`src/rtl/l2_arb_pkg.sv`:
```
// rtl/l2_arb_pkg.sv - shared types and constants for the L2 port arbiter
package l2_arb_pkg;

    localparam logic [31:0] ERR_RDATA = 32'hBADACCE5;

    typedef struct packed {
        logic        we;
        logic [3:0]  be;
        logic [31:0] addr;
        logic [31:0] wdata;
    } l2_req_t;

    typedef struct packed {
        logic        rvalid;
        logic [31:0] rdata;
        logic        err;
    } l2_rsp_t;

endpackage

```
`src/rtl/l2_port_arbiter_if.sv`:
```
// rtl/l2_port_arbiter_if.sv - master-side OBI bundle plus the SRAM port of the L2 arbiter
interface l2_port_arbiter_if #(
    parameter int NUM_MST = 2,
    parameter int ADDR_W  = 32,
    parameter int MEM_AW  = 12
);
    logic [NUM_MST-1:0]             m_req_i;
    logic [NUM_MST-1:0]             m_we_i;
    logic [NUM_MST-1:0][3:0]        m_be_i;
    logic [NUM_MST-1:0][ADDR_W-1:0] m_addr_i;
    logic [NUM_MST-1:0][31:0]       m_wdata_i;
    logic [NUM_MST-1:0]             m_gnt_o;
    logic [NUM_MST-1:0]             m_rvalid_o;
    logic [NUM_MST-1:0][31:0]       m_rdata_o;
    logic [NUM_MST-1:0]             m_err_o;
    logic                           mem_req_o;
    logic                           mem_we_o;
    logic [3:0]                     mem_be_o;
    logic [MEM_AW-1:0]              mem_addr_o;
    logic [31:0]                    mem_wdata_o;
    logic [31:0]                    mem_rdata_i;

    modport slave (
        input  m_req_i, m_we_i, m_be_i, m_addr_i, m_wdata_i, mem_rdata_i,
        output m_gnt_o, m_rvalid_o, m_rdata_o, m_err_o,
               mem_req_o, mem_we_o, mem_be_o, mem_addr_o, mem_wdata_o
    );

    modport master (
        output m_req_i, m_we_i, m_be_i, m_addr_i, m_wdata_i, mem_rdata_i,
        input  m_gnt_o, m_rvalid_o, m_rdata_o, m_err_o,
               mem_req_o, mem_we_o, mem_be_o, mem_addr_o, mem_wdata_o
    );

endinterface

```
`src/rtl/l2_rr_picker.sv`:
```
// rtl/l2_rr_picker.sv - combinational round-robin / fixed-priority winner selection
module l2_rr_picker #(
    parameter int NUM_MST = 2,
    parameter int IDX_W   = 1
) (
    input  logic [NUM_MST-1:0] req,
    input  logic [IDX_W-1:0]   rr_ptr,
    input  logic               fix_prio,
    output logic [NUM_MST-1:0] gnt,
    output logic [IDX_W-1:0]   idx,
    output logic               valid
);

    always_comb begin
        gnt   = '0;
        idx   = '0;
        valid = 1'b0;
        // Scan starts at 0 in fixed mode, at rr_ptr otherwise, wrapping past NUM_MST-1.
        for (int k = 0; k < NUM_MST; k++) begin
            int j;
            j = fix_prio ? k : int'(rr_ptr) + k;
            if (j >= NUM_MST) j = j - NUM_MST;
            if (req[j] && !valid) begin
                valid = 1'b1;
                idx   = j[IDX_W-1:0];
            end
        end
        if (valid) gnt[idx] = 1'b1;
    end

endmodule

```
`src/rtl/l2_port_arbiter.sv`:
```
// rtl/l2_port_arbiter.sv - shares the single-port L2 SRAM between NUM_MST OBI masters
module l2_port_arbiter
    import l2_arb_pkg::*;
#(
    parameter int               NUM_MST   = 2,
    parameter int               ADDR_W    = 32,
    parameter int               MEM_WORDS = 4096,
    parameter logic [ADDR_W-1:0] BASE_ADDR = '0
) (
    input  logic             clk_i,
    input  logic             rst_i,
    input  logic             fix_prio_i,
    l2_port_arbiter_if.slave bus
);

    localparam int IDX_W = (NUM_MST > 1) ? $clog2(NUM_MST) : 1;
    localparam int MAW   = $clog2(MEM_WORDS);
    localparam logic [IDX_W-1:0]  LAST_IDX    = IDX_W'(NUM_MST - 1);
    localparam logic [ADDR_W-2:0] MEM_WORDS_L = (ADDR_W-1)'(MEM_WORDS);

    logic [IDX_W-1:0]   rr_ptr;
    logic [IDX_W-1:0]   win_idx;
    logic [NUM_MST-1:0] win_gnt;
    logic               win_valid;
    logic               grant;
    logic               in_range;
    logic [ADDR_W-1:0]  off;
    logic               unused_bits;
    l2_req_t            sel;

    logic               rsp_valid;
    logic [IDX_W-1:0]   rsp_idx;
    logic               rsp_err;
    logic               rsp_we;
    l2_rsp_t            rsp;

    l2_rr_picker #(
        .NUM_MST (NUM_MST),
        .IDX_W   (IDX_W)
    ) u_picker (
        .req      (bus.m_req_i),
        .rr_ptr   (rr_ptr),
        .fix_prio (fix_prio_i),
        .gnt      (win_gnt),
        .idx      (win_idx),
        .valid    (win_valid)
    );

    always_comb begin
        sel                    = '0;
        sel.we                 = bus.m_we_i[win_idx];
        sel.be                 = bus.m_be_i[win_idx];
        sel.addr[ADDR_W-1:0]   = bus.m_addr_i[win_idx];
        sel.wdata              = bus.m_wdata_i[win_idx];
    end

    assign off         = sel.addr[ADDR_W-1:0] - BASE_ADDR;
    assign in_range    = (sel.addr[ADDR_W-1:0] >= BASE_ADDR) && ({1'b0, off[ADDR_W-1:2]} < MEM_WORDS_L);
    assign unused_bits = ^off[1:0];

    // Grants are suppressed while reset is asserted so nothing reaches the SRAM.
    assign grant           = win_valid && !rst_i;
    assign bus.m_gnt_o     = grant ? win_gnt : '0;
    assign bus.mem_req_o   = grant && in_range;
    assign bus.mem_we_o    = sel.we;
    assign bus.mem_be_o    = sel.be;
    assign bus.mem_addr_o  = off[2 +: MAW];
    assign bus.mem_wdata_o = sel.wdata;

    always_ff @(posedge clk_i or posedge rst_i) begin
        if (rst_i) begin
            rr_ptr    <= '0;
            rsp_valid <= 1'b0;
            rsp_idx   <= '0;
            rsp_err   <= 1'b0;
            rsp_we    <= 1'b0;
        end else begin
            rsp_valid <= grant;
            if (grant) begin
                rsp_idx <= win_idx;
                rsp_err <= !in_range;
                rsp_we  <= sel.we;
                rr_ptr  <= (win_idx == LAST_IDX) ? '0 : win_idx + 1'b1;
            end
        end
    end

    always_comb begin
        rsp.rvalid = rsp_valid;
        rsp.err    = rsp_valid && rsp_err;
        if (!rsp_valid || (rsp_we && !rsp_err)) rsp.rdata = '0;
        else if (rsp_err)                       rsp.rdata = ERR_RDATA;
        else                                    rsp.rdata = bus.mem_rdata_i;
    end

    always_comb begin
        bus.m_rvalid_o = '0;
        bus.m_rdata_o  = '0;
        bus.m_err_o    = '0;
        for (int i = 0; i < NUM_MST; i++) begin
            if (rsp_idx == IDX_W'(i)) begin
                bus.m_rvalid_o[i] = rsp.rvalid;
                bus.m_rdata_o[i]  = rsp.rdata;
                bus.m_err_o[i]    = rsp.err;
            end
        end
    end

endmodule
```
`src/flat_wrapper.sv`:
```
// flat-port wrapper written by rule: the top's interface ports become plain ports
module l2_port_arbiter_flat import l2_arb_pkg::*;
#(
    parameter int               NUM_MST   = 2,
    parameter int               ADDR_W    = 32,
    parameter int               MEM_WORDS = 4096,
    parameter logic [ADDR_W-1:0] BASE_ADDR = '0
)
  (clk_i, rst_i, fix_prio_i, bus_m_req_i, bus_m_we_i, bus_m_be_i, bus_m_addr_i, bus_m_wdata_i, bus_mem_rdata_i, bus_m_gnt_o, bus_m_rvalid_o, bus_m_rdata_o, bus_m_err_o, bus_mem_req_o, bus_mem_we_o, bus_mem_be_o, bus_mem_addr_o, bus_mem_wdata_o);
  l2_port_arbiter_if #(.NUM_MST(NUM_MST), .ADDR_W(ADDR_W)) bus_i ();
  input  logic clk_i;
  input  logic rst_i;
  input  logic fix_prio_i;
  input wire logic [$bits(bus_i.m_req_i)-1:0] bus_m_req_i;
  input wire logic [$bits(bus_i.m_we_i)-1:0] bus_m_we_i;
  input wire logic [$bits(bus_i.m_be_i)-1:0] bus_m_be_i;
  input wire logic [$bits(bus_i.m_addr_i)-1:0] bus_m_addr_i;
  input wire logic [$bits(bus_i.m_wdata_i)-1:0] bus_m_wdata_i;
  input wire logic [$bits(bus_i.mem_rdata_i)-1:0] bus_mem_rdata_i;
  output wire logic [$bits(bus_i.m_gnt_o)-1:0] bus_m_gnt_o;
  output wire logic [$bits(bus_i.m_rvalid_o)-1:0] bus_m_rvalid_o;
  output wire logic [$bits(bus_i.m_rdata_o)-1:0] bus_m_rdata_o;
  output wire logic [$bits(bus_i.m_err_o)-1:0] bus_m_err_o;
  output wire logic [$bits(bus_i.mem_req_o)-1:0] bus_mem_req_o;
  output wire logic [$bits(bus_i.mem_we_o)-1:0] bus_mem_we_o;
  output wire logic [$bits(bus_i.mem_be_o)-1:0] bus_mem_be_o;
  output wire logic [$bits(bus_i.mem_addr_o)-1:0] bus_mem_addr_o;
  output wire logic [$bits(bus_i.mem_wdata_o)-1:0] bus_mem_wdata_o;
  assign bus_i.m_req_i = bus_m_req_i;
  assign bus_i.m_we_i = bus_m_we_i;
  assign bus_i.m_be_i = bus_m_be_i;
  assign bus_i.m_addr_i = bus_m_addr_i;
  assign bus_i.m_wdata_i = bus_m_wdata_i;
  assign bus_i.mem_rdata_i = bus_mem_rdata_i;
  assign bus_m_gnt_o = bus_i.m_gnt_o;
  assign bus_m_rvalid_o = bus_i.m_rvalid_o;
  assign bus_m_rdata_o = bus_i.m_rdata_o;
  assign bus_m_err_o = bus_i.m_err_o;
  assign bus_mem_req_o = bus_i.mem_req_o;
  assign bus_mem_we_o = bus_i.mem_we_o;
  assign bus_mem_be_o = bus_i.mem_be_o;
  assign bus_mem_addr_o = bus_i.mem_addr_o;
  assign bus_mem_wdata_o = bus_i.mem_wdata_o;
  l2_port_arbiter #(.NUM_MST(NUM_MST), .ADDR_W(ADDR_W), .MEM_WORDS(MEM_WORDS), .BASE_ADDR(BASE_ADDR)) u_core (.clk_i(clk_i), .rst_i(rst_i), .fix_prio_i(fix_prio_i), .bus(bus_i));
endmodule
```
`config.mk`:
```
export PLATFORM = sky130hd
export DESIGN_NAME = l2_port_arbiter_flat
export DESIGN_NICKNAME = d
export VERILOG_FILES = /design/src/rtl/l2_arb_pkg.sv /design/src/rtl/l2_port_arbiter_if.sv /design/src/rtl/l2_rr_picker.sv /design/src/rtl/l2_port_arbiter.sv /design/src/flat_wrapper.sv
export SDC_FILE = /design/constraint.sdc
export NUM_CORES = 1
export LEC_CHECK = 0
export ABC_AREA = 1
export CORE_AREA = 2 2 113 115
export DETAILED_ROUTE_END_ITERATION = 6
export DIE_AREA = 0 0 115 117
export PLACE_DENSITY = 0.68
export SLEW_MARGIN = 20
export SYNTH_ARGS = -nofsm -noshare
export SYNTH_HDL_FRONTEND = slang
export SYNTH_SLANG_ARGS = --single-unit
export TNS_END_PERCENT = 5
```
`constraint.sdc`:
```
create_clock -name clk_i -period 1.87 [get_ports clk_i]
set_input_delay 0.4675 -clock clk_i [delete_from_list [all_inputs] [get_ports clk_i]]
set_output_delay 0.4675 -clock clk_i [all_outputs]
set_load 0.005 [all_outputs]
```
# Word-level counts from Yosys, hierarchy flattened

Index checks and enable logic that the tools add are counted.

Output and inout bits: 120
Word-level logic and storage cells: 65
Bits in registers: 5
Input port bits: 175

$lt $le $gt $ge: 8
Multiplexer cells: 35
Add/sub/neg operators: 4
Reduce and logical (&&, ||, !) cells: 13

Operator list:

| operator             | number |
|---|---|
| $mux 32              | 10 |
| $lt 32x3->1 const B  | 2 |
| $ge 32x1->1 const B  | 1 |
| $lt 30x13->1 const B | 1 |
| $mux 1               | 19 |
| $mux 4               | 2 |
| $logic_and 1x1->1    | 7 |
| $mux 2               | 3 |
| $logic_not 1->1      | 5 |
| $sub 1x2->3 const B  | 1 |
| $sub 2x2->3 const B  | 1 |
| $add 1x1->2 const B  | 1 |
| $ge 1x2->1 const B   | 1 |
| $ge 2x2->1 const B   | 1 |
| $lt 1x2->1 const B   | 1 |
| $add 1x1->1 const B  | 1 |
| $demux 1 s1          | 1 |
| $ge 1x1->1 const B   | 1 |
| $logic_or 1x1->1     | 1 |

# Logic depth before layout (Yosys ltp)

Depth after elaboration: 16
Depth in mapped cells: 9
Depth with buffers taken out: 9

# Hierarchy

From an unflattened synthesis, not the netlist that was laid out.

Cell total of the unflattened synthesis: 364
Area total of the unflattened synthesis: 1689.1 µm²

By module, submodules not included:

| module          | times used | area each (µm²) | cells each | seq. area each (µm²) |
|---|---|---|---|---|
| l2_port_arbiter | 1          | 1647.8          | 354        | 125.1 |
| l2_rr_picker    | 1          | 41.3            | 10         | 0.0 |

# Worst setup path before layout

No wires, ideal clock.

Kind: input to output
Start point: in fix_prio_i
End point: out bus_mem_addr_o[0]
Data required time: 1.402 ns
Arrival time: 1.097 ns
Path slack: 0.306 ns
Buffers on the path: 2
Stages on the path: 8
Path through: inv_1 nand2_1 nand2_1 nand2_2 buf_4 buf_4 nand2_1 nand2_1

Word-level cells in the longest chain between the ends: 12
Elaborated cells on any way between the ends: 21
Classes of those cells: add/sub: 2; order compare: 2; mux: 15; reduce/logical: 2

Ends and longest elaborated chain:

| element                                       | line                  | RTL |
|---|---|---|
| start: declaration                            | flat_wrapper.sv:13    | `input logic fix_prio_i;` |
| $mux 1                                        | l2_rr_picker.sv:21    | `j = fix_prio ? k : int'(rr_ptr) + k;` |
| $sub 1x2->3 or $ge 1x2->1 (tied branches)     | l2_rr_picker.sv:22    | `if (j >= NUM_MST) j = j - NUM_MST;` |
| $mux 32                                       | l2_rr_picker.sv:22    |  |
| $mux 1 (not written as such) (3 in series)    | l2_rr_picker.sv:23    | `if (req[j] && !valid) begin` |
| $mux 1                                        | l2_rr_picker.sv:23    |  |
| $logic_not 1->1                               | l2_rr_picker.sv:23    |  |
| $logic_and 1x1->1                             | l2_rr_picker.sv:23    |  |
| $mux 1 *                                      | l2_rr_picker.sv:23    |  |
| $mux 32 (not written as such) * (2 in series) | l2_port_arbiter.sv:53 | `sel.addr[ADDR_W-1:0] = bus.m_addr_i[win_idx];` |
| end: declaration                              | flat_wrapper.sv:27    | `output wire logic [$bits(bus_i.mem_addr_o)-1:0] bus_mem_addr_o;` |

Every way passes the cells marked *; elsewhere a longest branch is shown, timed or not. The select of a mux whose other input is x is not followed.

# Final worst setup path

Start point: in bus_m_addr_i[30]
End point: out bus_mem_req_o

Word-level cells in the longest chain between the ends: 5
Elaborated cells on any way between the ends: 6
Classes of those cells: order compare: 2; mux: 2; reduce/logical: 2

Ends and longest elaborated chain:

| element                                       | line                  | RTL |
|---|---|---|
| start: declaration                            | flat_wrapper.sv:17    | `input wire logic [$bits(bus_i.m_addr_i)-1:0] bus_m_addr_i;` |
| $mux 32 (not written as such) * (2 in series) | l2_port_arbiter.sv:53 |  |
| $ge 32x1->1 or $lt 30x13->1 (tied branches)   | l2_port_arbiter.sv:58 | `assign in_range = (sel.addr[ADDR_W-1:0] >= BASE_ADDR) && ({1'b0, off[ADDR_W-1:2]} < MEM_WORDS_L);` |
| $logic_and 1x1->1 *                           | l2_port_arbiter.sv:58 |  |
| $logic_and 1x1->1 *                           | l2_port_arbiter.sv:64 | `assign bus.mem_req_o = grant && in_range;` |
| end: declaration                              | flat_wrapper.sv:24    | `output wire logic [$bits(bus_i.mem_req_o)-1:0] bus_mem_req_o;` |

Marked as above.

==> impl_metrics.yaml <==
floorplanning:
  start_util_pct: 12.7
  die_x_um: 115
  ioPinCount: 295
  dieArea_sq_um: 13500
  die_h_um: 117
  num_rows: 41
  fp.coreArea_sq_um: 12300
timing:
  finClkSkew_ps: 0.541
  rsz0062_at_grt: "yes"
  hold_viol: 0
  fin_crit_sh_pct: 115
  drv_slew: 0
  fmax_ghz: 0.465
  tightest_slew_ps: 254
  setup_viol: 50
  min_period_ps: 2150
  maxSlewHeadroom_pct: 82.9
  setup_ws_ps: -278
placement:
  post_dp_cell_area_sq_um: 4780
  placedCellCount: 782
  gp_congestion: 0.769
  hpwlAfterDp_mm: 8.47
  port_buffers: 290
clock_network:
  h-tree-depth: 1
  clk_latency_ps: 230
  numCtsBuffers: 3
  clk_path_buf_depth: 2
  cts_tree: "yes"
  clkSlewWorstSetupHoldPaths_ps: 30
  cts.sinks: 5
  cts_root_buf: "clkbuf_16"
yosys:
  syn_inst: 337
  yosysUniqueCellTypes: 20
  yosys_warnings: 0
  seq_area_frac_synth_pct: 8.02
  ys_ff_latch: 5
  avgSynthCellArea_sq_um: 4.63
  yosysTopAreaCellShare_pct: 39.2
  synth_area_sq_um: 1560
  synth_nets: 512
  synth_top_area_cell: "nand2_1"
  synth_area_leaders: "nand2_1 39%, nor2_1 16%, nor3_1 8.3%, dfrtp_1 8.0%, o21ai_2 5.6%"
setup_path:
  crit_end: "bus_mem_req_o"
  crit_fanout: 2
  crit_start: "bus_m_addr_i[30]"
  r2r_slack_ps: 490
  cp.required_ps: 1400
  timing.rr.end: "u_core.rsp_we"
  r2r_start: "u_core.rr_ptr"
  rr_worst_depth: 10
  worstPathArrival_ps: 1680
  cp-start-kind: "primary input"
  worstSetupEndpointType: "output pin"
  path_class: "primary input to output pin"
cells_and_area:
  num-fill-cells: 1317
  nNetsFinal: 830
  stdcell_area_sq_um: 4960
  diodes: 0
  layoutNonFillerInstCount: 804
  drive_gt1_share_pct: 31.2
  syn_to_final_growth_pct: 218
drt:
  final_antenna_net_count: 0
  drt_first_iter_violations: 49
  firstDrtPassIters: 4
  drc: 0
  viasPerCell: 3.99
  num_vias: 3205
  wire_per_inst_um: 13.6
  wirelength_mm: 11.0
pwr:
  total_power_uw: 1820
  power_density_nw_per_um2: 367
  ir_worst_vdd_mv: 0.192
  power_leakage_uw: 0.00261
outcome:
  violations: "setup timing"
  outcome: "finished, violations left"
global_route:
  grt_pass1_vias: 3039
  antenna_found_initial: 0
  grt_pass1_wl_mm: 15.6
  grt_use_total_pct: 14.8
  overflow: 0
  grt_start_max_net_pins: 34
run:
  drv_cap: 0
hold_path:
  hp-class: "primary input to asynchronous set/reset pin"
-- cell usage in the layout (no fill, tap or decap), drive strengths merged --
cell type / count
clkbuf: 36
dlymetal6s2s: 12
nor3: 26
buf: 102
or2: 1
clkdlybuf4s50: 168
clkdlybuf4s15: 14
o21ai: 22
nand2: 164
dlygate4sd2: 7
nor2: 68
a21oi: 2
nand3: 3
inv: 24
dfrtp: 5
-- sequential cells by signal (all words and copies together), names as in the netlist --
| signal | cells |
|---|---|
| u_core.rsp_idx | 1 |
| u_core.rr_ptr | 1 |
| u_core.rsp_valid | 1 |
| u_core.rsp_err | 1 |
| u_core.rsp_we | 1 |
-- report_power, final --
part | internal [uW] | total (uW) | leakage, uW | switching [uW]
Combinational | 784 | 1330 | 0.00252 | 545
Clock | 283 | 358 | 0.0000382 | 74.8
Sequential | 122 | 134 | 0.0000583 | 12.6
-- per-stage QoR --
step | setup TNS (ps) | hold slack [ps] | utilization, % | worst slack, ps
2_1_floorplan | 0 | 252 | - | 306
3_3_place_gp | -50000 | 523 | 38.8 | -819
3_5_place_dp | -49870 | 529 | 38.8 | -815
4_1_cts | -8800 | 553 | 40.3 | -350
5_1_grt | -7670 | 286 | 40.3 | -362
6_report | -3280 | 251 | 40.3 | -278
-- area by class of cell --
class / instances / area [sq um] / area share, %
Multi-Input combinational cell: 286 / 1340 / 27.1
Inverter: 24 / 97.6 / 1.97
Tap cell: 150 / 188 / 3.79
Timing Repair Buffer: 335 / 3130 / 63.1
Clock buffer: 4 / 78.8 / 1.59
Sequential cell: 5 / 125 / 2.52
-- critical path, cell delays in order --
cell and delay [ps]:
clkdlybuf4s50_1 390, or2_2 280, nor2_1 80, nand3_1 80, nand2_1 90, nand2_1 50, inv_1 40, clkdlybuf4s15_1 200
-- Yosys cell counts --
master,n
buf_12,1
clkbuf_1,2
nand3_2,1
buf_2,13
a21oi_4,1
a21oi_1,1
buf_4,4
bufbuf_8,1
nand2_2,1
o21ai_2,10
inv_1,20
nand2_1,163
o21ai_0,12
dfrtp_1,5
nor3_1,26
nand3_1,2
clkbuf_2,1
nor2_1,68
or2_2,1
inv_2,4
-- cells by family after synthesis --
kind of cell | share of synthesized area, %
AND/OR/NAND/NOR | 66.0
buffers and inverters | 15.2
AO/OA/AOI/OAI | 10.8
flip-flops | 8.02
-- repair_timing --
item | CTS | global route
setup buffers | 10 | 3
hold buffers | 0 | 0
gates cloned | 5 | 0
gates resized for setup | 321 | 137
pin swaps | 10 | 13
endpoints found under the setup margin | 120 | 118
-- worst min path at each step --
stage	from	end	slack, ps	cells past startpoint
3_5_place_dp	u_core.rr_ptr	u_core.rr_ptr	530	2
5_1_grt	rst_i	u_core.rsp_we	290	3
4_1_cts	rst_i	u_core.rsp_idx	550	3
6_report	rst_i	u_core.rsp_err	250	3
3_3_place_gp	u_core.rr_ptr	u_core.rr_ptr	520	2
2_1_floorplan	rst_i	u_core.rr_ptr	250	1
-- metal layers --
layer / wire [um] / GRT usage (%) / vias to the layer above
met1: 4060 / 15.8 / 1360
met3: 997 / 3.40 / 11
li1: - / - / 1660
met4: 146 / 3.53 / 0
met2: 5750 / 29.2 / 174
met5: 0 / 0 / -
Note: power is estimated with default switching activity, not from simulation.
